## src/rtl/vec_mem_sequencer_if.sv

```systemverilog
// Core/RAM bundle seen by the vector memory sequencer.
// The sequencer takes the slave view; the core plus RAM environment takes the master view.
// Every signal is combinational except where the sequencer registers it internally.
interface vec_mem_sequencer_if #(
  parameter int LANES = 4,
  parameter int WIDTH = 32
);
  // Core memory-stage requests
  logic             MemWriteM;
  logic [WIDTH-1:0] ALUOutM;
  logic [WIDTH-1:0] WriteDataM;
  logic             MemWriteVecM;
  logic             MemReadVecM;
  logic [WIDTH-1:0] VectorAddressM [0:LANES-1];
  logic [WIDTH-1:0] WriteDataMVec  [0:LANES-1];
  // Results returned to the core
  logic [WIDTH-1:0] ReadDataM;
  logic [WIDTH-1:0] ReadDataVecM   [0:LANES-1];
  logic             StallM;
  logic             AlignErr;
  // Single-port RAM side
  logic [WIDTH-1:0] mem_addr;
  logic [WIDTH-1:0] mem_wdata;
  logic             mem_we;
  logic [WIDTH-1:0] mem_rdata;

  modport master (
    output MemWriteM, ALUOutM, WriteDataM, MemWriteVecM, MemReadVecM,
    output VectorAddressM, WriteDataMVec, mem_rdata,
    input  ReadDataM, ReadDataVecM, StallM, AlignErr,
    input  mem_addr, mem_wdata, mem_we
  );

  modport slave (
    input  MemWriteM, ALUOutM, WriteDataM, MemWriteVecM, MemReadVecM,
    input  VectorAddressM, WriteDataMVec, mem_rdata,
    output ReadDataM, ReadDataVecM, StallM, AlignErr,
    output mem_addr, mem_wdata, mem_we
  );
endinterface

```

## src/rtl/vec_mem_sequencer.sv

```systemverilog
// Serializes LANES-wide vector loads/stores onto a word-wide single-port RAM; scalars pass through.
// Latency: scalar 0 cycles; vector op LANES cycles, last load lane bypassed to ReadDataVecM.
// Backpressure: StallM holds the core for LANES-1 cycles; a new op may start the cycle after completion.
module vec_mem_sequencer #(
  parameter int LANES = 4,
  parameter int WIDTH = 32
) (
  input  logic                clk,
  input  logic                reset,
  vec_mem_sequencer_if.slave  bus
);

  localparam int LCW = (LANES > 1) ? $clog2(LANES) : 1;
  localparam logic [LCW-1:0] LAST_LANE = LCW'(LANES - 1);

  typedef enum logic {IDLE, BUSY} state_t;

  state_t           state;
  logic [LCW-1:0]   lc;
  logic             is_store;
  logic             align_err;
  logic [WIDTH-1:0] addr_q   [0:LANES-1];
  logic [WIDTH-1:0] wdata_q  [0:LANES-1];
  logic [WIDTH-1:0] lane_buf [0:LANES-1];
  logic [WIDTH-1:0] rdvec_q  [0:LANES-1];

  logic vec_req;
  logic last_load_lane;
  logic misaligned;
  logic we_c;
  logic stall_c;

  assign vec_req        = bus.MemWriteVecM | bus.MemReadVecM;
  assign last_load_lane = (state == BUSY) && (lc == LAST_LANE) && !is_store;

  // Flag any live lane address that is not word aligned; only looked at on capture.
  always_comb begin
    misaligned = 1'b0;
    for (int i = 0; i < LANES; i++) begin
      if (bus.VectorAddressM[i][1:0] != 2'b00) misaligned = 1'b1;
    end
  end

  // RAM port steering: captured lane while busy, live lane 0 on start, scalar otherwise.
  always_comb begin
    bus.mem_addr  = bus.ALUOutM;
    bus.mem_wdata = bus.WriteDataM;
    we_c          = bus.MemWriteM;
    stall_c       = 1'b0;
    if (state == BUSY) begin
      bus.mem_addr  = addr_q[lc];
      bus.mem_wdata = wdata_q[lc];
      we_c          = is_store;
      stall_c       = (lc != LAST_LANE);
    end else if (vec_req) begin
      bus.mem_addr  = bus.VectorAddressM[0];
      bus.mem_wdata = bus.WriteDataMVec[0];
      we_c          = bus.MemWriteVecM;
      stall_c       = 1'b1;
    end
    // Reset must silence the RAM and release the core at once, whatever the inputs say.
    bus.mem_we = we_c & reset;
    bus.StallM = stall_c & reset;
  end

  assign bus.ReadDataM = bus.mem_rdata;
  assign bus.AlignErr  = align_err;

  // Vector load result: in the final lane the last word bypasses straight from the RAM.
  always_comb begin
    for (int i = 0; i < LANES; i++) begin
      if (last_load_lane) begin
        bus.ReadDataVecM[i] = (i == LANES - 1) ? bus.mem_rdata : lane_buf[i];
      end else begin
        bus.ReadDataVecM[i] = rdvec_q[i];
      end
    end
  end

  // Sequencer FSM: capture the op on start, walk lanes, publish load data on the last lane.
  always_ff @(posedge clk or negedge reset) begin
    if (!reset) begin
      state     <= IDLE;
      lc        <= '0;
      is_store  <= 1'b0;
      align_err <= 1'b0;
      for (int i = 0; i < LANES; i++) begin
        addr_q[i]   <= '0;
        wdata_q[i]  <= '0;
        lane_buf[i] <= '0;
        rdvec_q[i]  <= '0;
      end
    end else begin
      case (state)
        IDLE: begin
          if (vec_req) begin
            state    <= BUSY;
            lc       <= LCW'(1);
            // A simultaneous load+store request is handled as a store.
            is_store <= bus.MemWriteVecM;
            for (int i = 0; i < LANES; i++) begin
              addr_q[i]  <= bus.VectorAddressM[i];
              wdata_q[i] <= bus.WriteDataMVec[i];
            end
            if (!bus.MemWriteVecM) lane_buf[0] <= bus.mem_rdata;
            if (misaligned) align_err <= 1'b1;
          end
        end
        BUSY: begin
          if (!is_store) lane_buf[lc] <= bus.mem_rdata;
          if (lc == LAST_LANE) begin
            state <= IDLE;
            lc    <= '0;
            if (!is_store) begin
              for (int i = 0; i < LANES; i++) begin
                rdvec_q[i] <= (i == LANES - 1) ? bus.mem_rdata : lane_buf[i];
              end
            end
          end else begin
            lc <= lc + 1'b1;
          end
        end
        default: begin
          state <= IDLE;
          lc    <= '0;
        end
      endcase
    end
  end

endmodule

```

## src/flat_wrapper.sv

```systemverilog
// flat-port wrapper written by rule: the top's interface ports become plain ports
module vec_mem_sequencer_flat 
#(
  parameter int LANES = 4,
  parameter int WIDTH = 32
)
  (clk, reset, bus_MemWriteM, bus_ALUOutM, bus_WriteDataM, bus_MemWriteVecM, bus_MemReadVecM, bus_VectorAddressM, bus_WriteDataMVec, bus_mem_rdata, bus_ReadDataM, bus_ReadDataVecM, bus_StallM, bus_AlignErr, bus_mem_addr, bus_mem_wdata, bus_mem_we);
  vec_mem_sequencer_if #(.LANES(LANES), .WIDTH(WIDTH)) bus_i ();
  input  logic clk;
  input  logic reset;
  input wire logic [$bits(bus_i.MemWriteM)-1:0] bus_MemWriteM;
  input wire logic [$bits(bus_i.ALUOutM)-1:0] bus_ALUOutM;
  input wire logic [$bits(bus_i.WriteDataM)-1:0] bus_WriteDataM;
  input wire logic [$bits(bus_i.MemWriteVecM)-1:0] bus_MemWriteVecM;
  input wire logic [$bits(bus_i.MemReadVecM)-1:0] bus_MemReadVecM;
  input wire logic [$bits(bus_i.VectorAddressM)-1:0] bus_VectorAddressM;
  input wire logic [$bits(bus_i.WriteDataMVec)-1:0] bus_WriteDataMVec;
  input wire logic [$bits(bus_i.mem_rdata)-1:0] bus_mem_rdata;
  output wire logic [$bits(bus_i.ReadDataM)-1:0] bus_ReadDataM;
  output wire logic [$bits(bus_i.ReadDataVecM)-1:0] bus_ReadDataVecM;
  output wire logic [$bits(bus_i.StallM)-1:0] bus_StallM;
  output wire logic [$bits(bus_i.AlignErr)-1:0] bus_AlignErr;
  output wire logic [$bits(bus_i.mem_addr)-1:0] bus_mem_addr;
  output wire logic [$bits(bus_i.mem_wdata)-1:0] bus_mem_wdata;
  output wire logic [$bits(bus_i.mem_we)-1:0] bus_mem_we;
  assign bus_i.MemWriteM = bus_MemWriteM;
  assign bus_i.ALUOutM = bus_ALUOutM;
  assign bus_i.WriteDataM = bus_WriteDataM;
  assign bus_i.MemWriteVecM = bus_MemWriteVecM;
  assign bus_i.MemReadVecM = bus_MemReadVecM;
  assign bus_i.VectorAddressM = {>>{bus_VectorAddressM}};
  assign bus_i.WriteDataMVec = {>>{bus_WriteDataMVec}};
  assign bus_i.mem_rdata = bus_mem_rdata;
  assign bus_ReadDataM = bus_i.ReadDataM;
  assign bus_ReadDataVecM = {>>{bus_i.ReadDataVecM}};
  assign bus_StallM = bus_i.StallM;
  assign bus_AlignErr = bus_i.AlignErr;
  assign bus_mem_addr = bus_i.mem_addr;
  assign bus_mem_wdata = bus_i.mem_wdata;
  assign bus_mem_we = bus_i.mem_we;
  vec_mem_sequencer #(.LANES(LANES), .WIDTH(WIDTH)) u_core (.clk(clk), .reset(reset), .bus(bus_i));
endmodule
```

## config.mk

```make
export PLATFORM = sky130hd
export DESIGN_NAME = vec_mem_sequencer_flat
export DESIGN_NICKNAME = d
export VERILOG_FILES = /design/src/rtl/vec_mem_sequencer_if.sv /design/src/rtl/vec_mem_sequencer.sv /design/src/flat_wrapper.sv
export SDC_FILE = /design/constraint.sdc
export NUM_CORES = 1
export LEC_CHECK = 0
export ABC_AREA = 1
export BUFFER_PORTS_ARGS = -buffer_cell sky130_fd_sc_hd__clkbuf_2
export CAP_MARGIN = 15
export CORE_AREA = 3 3 228 230
export DETAILED_ROUTE_END_ITERATION = 8
export DIE_AREA = 0 0 231 233
export PLACE_DENSITY = 0.76
export SLEW_MARGIN = 20
export SYNTH_ARGS = -nofsm -noshare
export SYNTH_HDL_FRONTEND = slang
export SYNTH_SLANG_ARGS = --single-unit
```

## constraint.sdc

```tcl
create_clock -name clk -period 5 [get_ports clk]
set_input_delay 0.5 -clock clk [delete_from_list [all_inputs] [get_ports clk]]
set_output_delay 0.5 -clock clk [all_outputs]
set_load 0.02 [all_outputs]
```

==> metrics.cfg, run 1 <==
[critical_path]
endpoint_kind = output pin
cp-start-kind = flip-flop
cp_max_fo = 72
critPathArrivalTime_ns = 3.43
r2r-end = u_core.lane_buf[74]
regToRegSetupSlack_ns = 1.41
reg2reg_depth = 5
worstReg2RegStart = u_core.state
crit_type = reg2out
crit_required_ns = 4.50

[clock_tree]
cts_buffers = 53
root_buffer = clkbuf_16
worstSkewPairLatency_ns = 0.60
postCtsSetupBuffers = 0
clock-sinks = 485
htree_levels = 2
cts_buffer_depth = 3
cts_resized = 0
cts_tree = built
path_clk_slew_ns = 0.06

[global_routing]
grt_pass1_wl_mm = 109
gr-total-overflow = 0
antenna_found_initial = 17
gr-usage-all-layers = 0.258
grt_max_degree = 171
grt_pass1_vias = 19600

[logic_synthesis]
synth-seq-cells = 485
async_flop_share = 1.00
syn-num-nets = 3342
synth_common_cells = nand2_1, dfrtp_1, o21ai_0, inv_1, nand3_1
synthAdderAreaFrac = 0.00219
synthMuxAreaShare = 0
synth_top_area_frac = 0.531
synth_top_family_by_area = simple AND/OR/NAND/NOR gates
netlist_instances = 2981
syn_area_sq_um = 22900
avgSynthCellArea_sq_um = 7.67
yosysMostFrequentCell = nand2_1
synth_cell_type_count = 30
synth-edff-count = 0
synth-compound-area-share = 0.0861
ys_seq_area_frac = 0.531
synth_flop_cell = dfrtp_1
synth.yosys.warnings = 0
yosys-top-cells-area = dfrtp_1, nand2_1, o21ai_0, nand3_1, inv_1
synth-xor-area-share = 0
synth_top_area_cell = dfrtp_1
synthSimpleGateAreaFrac = 0.283

[die]
floorplan.initialDensity = 0.457
die_area_sq_um = 53800
coreArea_sq_um = 50100
ios = 584
dieWidth_um = 231
fp.dieH_um = 233
rows = 82

[route]
routedWlPerCell_um = 17.1
wirelength_mm = 71.1
route.detailed.drc = 0
first_iter_violations = 1880
via_per_inst = 5.01
dr.pass1.iters = 5
num_vias = 20800
postRouteAntennaNets = 0

[final_layout]
multiInputGateArea_sq_um = 8530
fin_area_sq_um = 27700
layout-drive-gt1-share = 0.205
n_fill_cell = 4701
layout.cells.non_filler = 4158
fin_nets = 3796
area_delta_synth_final_pct = 21.0
regArea_sq_um = 12100

[power_and_ir_drop]
seqPwrFrac = 0.332
total_power_mw = 19.8
irDropWorstVdd_mv = 0.374
netSwitchingPower_mw = 8.86
leakage_nw = 15.5
cellInternalPower_mw = 10.9
clockPowerShare = 0.207
p_comb_frac = 0.461
switching_share = 0.447
powerDensity_nw_per_um2 = 716

[sta]
finalSetupViolCount = 0
fin_crit_ns = 3.93
hold_viol_final = 0
fin_crit_sh = 0.786
rsz0062_at_grt = false
slew_viol_final = 0
tns_ns = 0
tightest_slew_ns = 1.12
slew_headroom = 0.253
max_freq_mhz = 254
skew_ns = 0.0161

[placement]
gp_congestion = 0.863
dp_cells = 4051
post_dp_cell_area_sq_um = 25800
port_buffers = 583
dpl.hpwl_mm = 49.7

[status]
status = complete, no violations

[min_path]
holdPathEnd = u_core.addr_q[82]
hp-class = in2reg
min_from = bus_VectorAddressM[82]
holdPathStages = 3

[job]
drv_cap = 0

## timing repair
action	CTS	global route
hold endpoints to repair	52	0
hold buffers	1	0
setup endpoints to repair	0	0
## logic make-up (layout without fill, tap and decap cells)
| family | count (synthesis) | in the layout |
|---|---|---|
| and+or+nand+nor | 1595 | 1595 |
| adders and majority gates | 4 | 4 |
| other | 0 | 6 |
| AOI/OAI and AO/OA | 391 | 391 |
| buffers and inverters | 506 | 1005 |
| DFF | 485 | 485 |
## area by class of cell
type / count / area share
Clock inverter: 21 / 0.00895
Timing Repair Buffer: 608 / 0.115
Sequential cell: 485 / 0.439
Clock buffer: 79 / 0.0577
Antenna cell: 6 / 0.000543
Multi-Input combinational cell: 1990 / 0.308
Inverter: 297 / 0.0405
Tap cell: 672 / 0.0304
## registers in the layout, summed over array words and instances (netlist names)
register / flops
u_core.addr_q: 128
u_core.rdvec_q: 128
u_core.wdata_q: 128
u_core.lane_buf: 96
u_core.lc: 2
u_core.bus.AlignErr: 1
u_core.is_store: 1
u_core.state: 1
## power by group through the flow
| stage | clock [mW] | sequential, mW | combinational [mW] |
|---|---|---|---|
| 2_1_floorplan | 0 | 6.23 | 6.55 |
| 3_3_place_gp | 0 | 6.55 | 8.96 |
| 3_5_place_dp | 0 | 6.60 | 9.13 |
| 4_1_cts | 4.17 | 6.55 | 9.21 |
| 5_1_grt | 4.33 | 6.73 | 10.2 |
| 6_report | 4.10 | 6.57 | 9.14 |
## critical path: stages, from the launching register on
cell and delay (ns):
dfrtp_4 1.02, nand2_4 0.12, inv_4 0.36, nand2_8 0.34
buf_4 0.45, o21ai_0 0.25, clkbuf_2 0.20
## worst max path at each step
stage	slack, ns	from	endpoint	cells past startpoint
after CTS	0.95	u_core.state	bus_mem_addr[31]	8
after global routing	0.82	u_core.state	bus_ReadDataVecM[29]	6
after global placement	1.51	u_core.state	u_core.lane_buf[39]	5
final	1.07	u_core.state	bus_ReadDataVecM[29]	6
after floorplan	2.96	u_core.lc[0]	bus_StallM	4
after detailed placement	1.39	u_core.state	u_core.lane_buf[81]	5
## metrics by stage
| stage | utilization | worst slack [ns] | hold slack [ns] |
|---|---|---|---|
| CTS | 0.552 | 0.946 | 0.0772 |
| floorplan | - | 2.96 | 0.204 |
| global placement | 0.515 | 1.51 | 0.447 |
| global route | 0.552 | 0.822 | 0.0924 |
| detailed placement | 0.515 | 1.39 | 0.453 |
| finish | 0.553 | 1.07 | 0.108 |
## per-layer routing
metal	up-vias	routed length, um	track usage
li1	10100	-	-
met1	9699	29100	0.343
met2	874	33200	0.411
met3	169	5730	0.0579
met4	24	2880	0.102
met5	-	177	0
## cells in the final DEF, fill, tap and decap left out, types with 11 or more instances in the layout
cell	netlist	layout
and2_0	44	44
and2_1	20	20
buf_4	44	20
clkbuf_1	59	11
clkbuf_16	0	55
clkbuf_2	5	582
clkbuf_8	0	13
clkinv_2	0	11
dfrtp_1	485	482
inv_1	294	292
nand2_1	1258	1258
nand3_1	225	225
nor2_1	39	39
o21ai_0	380	380
Note: power is estimated with default switching activity, not from simulation.
==> inputs of run 2 (changes only) <==
--- a/config.mk
+++ b/config.mk
@@ -8,10 +8,10 @@
 export ABC_AREA = 1
 export BUFFER_PORTS_ARGS = -buffer_cell sky130_fd_sc_hd__clkbuf_2
 export CAP_MARGIN = 15
-export CORE_AREA = 3 3 228 230
+export CORE_AREA = 3 3 229 231
 export DETAILED_ROUTE_END_ITERATION = 8
-export DIE_AREA = 0 0 231 233
-export PLACE_DENSITY = 0.76
+export DIE_AREA = 0 0 232 234
+export PLACE_DENSITY = 0.75
 export SLEW_MARGIN = 20
 export SYNTH_ARGS = -nofsm -noshare
 export SYNTH_HDL_FRONTEND = slang
==> constraint.sdc (replaced) <==
create_clock -name clk -period 4.1 [get_ports clk]
set_input_delay 0.41 -clock clk [delete_from_list [all_inputs] [get_ports clk]]
set_output_delay 0.41 -clock clk [all_outputs]
set_load 0.02 [all_outputs]
==> metrics.cfg, run 2 (synthesis results as in run 1) <==
[placement]
post_dp_cell_area_sq_um = 26000  ; was 25800 sq um
dpl.hpwl_mm = 50.3  ; was 49.7 mm
port_buffers = 583  ; unchanged
gp_congestion = 0.908  ; was 0.863

[sta]
hold_viol_final = 0  ; unchanged
slew_viol_final = 0  ; unchanged
rsz0062_at_grt = false  ; unchanged
finalSetupViolCount = 0  ; unchanged
tns_ns = 0  ; unchanged
max_freq_mhz = 286
whs_ns = 0.0372  ; was 0.108 ns
fin_crit_ns = 3.50
fin_crit_sh = 0.852
slew_headroom = 0.277  ; was 0.253
skew_ns = 0.0321  ; was 0.0161 ns
tightest_slew_ns = 1.08  ; was 1.12 ns

[clock_tree]
worstSkewPairLatency_ns = 0.58  ; was 0.60 ns
cts_buffer_depth = 3  ; unchanged
htree_levels = 2  ; unchanged
cts_buffers = 51  ; was 53
cts_resized = 0  ; unchanged
root_buffer = clkbuf_16  ; unchanged
clock-sinks = 485  ; unchanged
cts_tree = built  ; unchanged
path_clk_slew_ns = 0.06  ; about the same

[critical_path]
worstReg2RegStart = u_core.state  ; unchanged
regToRegSetupSlack_ns = 1.09  ; was 1.41 ns
worstSetupStartpoint = u_core.state  ; unchanged
crit_required_ns = 3.69  ; was 4.50 ns
endpoint_kind = output pin  ; unchanged
reg2reg_depth = 5  ; unchanged
crit_path_end = bus_mem_wdata[26]  ; was bus_ReadDataVecM[29]
cp-start-kind = flip-flop  ; unchanged
cp_max_fo = 78  ; was 72
crit_type = reg2out  ; unchanged
critPathArrivalTime_ns = 3.09  ; was 3.43 ns
r2r-end = u_core.lane_buf[92]  ; was u_core.lane_buf[74]

[route]
via_per_inst = 4.96  ; was 5.01
first_iter_violations = 1601  ; was 1880
routedWlPerCell_um = 17.1  ; about the same
num_vias = 20800  ; about the same
wirelength_mm = 71.6  ; was 71.1 mm
route.detailed.drc = 0  ; unchanged
dr.pass1.iters = 6  ; was 5
postRouteAntennaNets = 0  ; unchanged

[die]
coreArea_sq_um = 50300  ; was 50100 sq um
fp.dieH_um = 234  ; was 233 um
floorplan.initialDensity = 0.455  ; was 0.457
ios = 584  ; unchanged
die_area_sq_um = 54300  ; was 53800 sq um
dieWidth_um = 232  ; was 231 um
rows = 82  ; unchanged

[final_layout]
regArea_sq_um = 12100  ; unchanged
largestRegisters = u_core.addr_q: 128 flops, u_core.rdvec_q: 128 flops, u_core.wdata_q: 128 flops  ; unchanged
layout_commonest_cell = nand2_1  ; unchanged
layout-drive-gt1-share = 0.206  ; was 0.205
n_fill_cell = 4663  ; was 4701
area_delta_synth_final_pct = 22.0  ; was 21.0%
fin_nets = 3834  ; was 3796
fin_area_sq_um = 27900  ; was 27700 sq um
layout_common_cells = nand2_1, clkbuf_2, dfrtp_1, o21ai_0, inv_1  ; unchanged
final_core_util = 0.555  ; was 0.553
multiInputGateArea_sq_um = 8530  ; about the same

[job]
drv_cap = 0  ; unchanged

[global_routing]
grt_pass1_vias = 20100  ; was 19600
grt_pass1_wl_mm = 111  ; was 109 mm
antenna_found_initial = 20  ; was 17
gr-total-overflow = 0  ; unchanged
grt_max_degree = 105  ; was 171
gr-usage-all-layers = 0.260  ; was 0.258

[power_and_ir_drop]
leakage_nw = 15.6  ; was 15.5 nW
powerDensity_nw_per_um2 = 854  ; was 716 nW/um^2
irDropWorstVdd_mv = 0.469  ; was 0.374 mV

[min_path]
hp-class = in2reg  ; unchanged

[status]
status = complete, no violations  ; unchanged

-- run 2: cell types whose count changed in the layout (fill, tap and decap cells not counted), moves of 2 or more --
cell / change
buf_12: +5
clkinv_2: +3
buf_4: +9
clkbuf_1: -2
bufinv_16: -3
clkbuf_16: -4
dlygate4sd3_1: +26
-- run 2: per-layer routing --
layer / global-route usage / vias to the layer above / routed length (um)
li1: - / 10200 / -
met1: 0.333 / 9679 / 28800
met2: 0.431 / 790 / 34300
met3: 0.0612 / 159 / 5730
met4: 0.0960 / 28 / 2550
met5: 0 / - / 190
-- run 2: worst min-delay path by stage --
stage / startpoint / endpoint / slack (ns) / cells past startpoint
after floorplan: reset / u_core.addr_q[0] / 0.11 / 0
after global placement: u_core.rdvec_q[35] / u_core.rdvec_q[35] / 0.45 / 2
after detailed placement: u_core.rdvec_q[47] / u_core.rdvec_q[47] / 0.45 / 2
after CTS: bus_VectorAddressM[53] / u_core.addr_q[53] / 0.0005 / 3
after global routing: bus_VectorAddressM[7] / u_core.addr_q[7] / 0.02 / 3
final: bus_WriteDataMVec[57] / u_core.wdata_q[57] / 0.04 / 3
-- run 2: report_power, final --
group	internal [mW]	total [mW]	switching [mW]
logic	3.42	11.3	7.93
registers	7.03	7.89	0.862
clock network	2.64	4.58	1.94
-- run 2: through the flow --
step,worst slack [ns],instances,power [mW]
2_1_floorplan,2.15,2981,15.6
3_3_place_gp,1.20,4065,19.0
3_5_place_dp,1.07,4065,19.3
4_1_cts,0.551,4185,24.0
5_1_grt,0.399,4188,25.7
6_report,0.605,4191,23.8
-- run 2: layout make-up --
class                   count  share of cell area
diodes                      6            0.000538
clock buffers              72              0.0529
clock inverters            21             0.00632
inverters                 297              0.0401
multi-input cells        1990               0.306
flip-flops and latches    485               0.435
well taps                 672              0.0301
repair buffers            648               0.129
-- run 2: critical path, cell delays in order (launching register included) --
cell and delay (ns):
dfrtp_4 0.83, nor2_8 0.62, buf_12 0.33, nand2_1 0.14, and2_0 0.18, nand2_1 0.11
clkbuf_2 0.19
-- run 2: timing repair --
item / in CTS / in global routing
setup buffers: 0 / 0
hold endpoints to repair: 118 / 0
hold buffers: 27 / 0
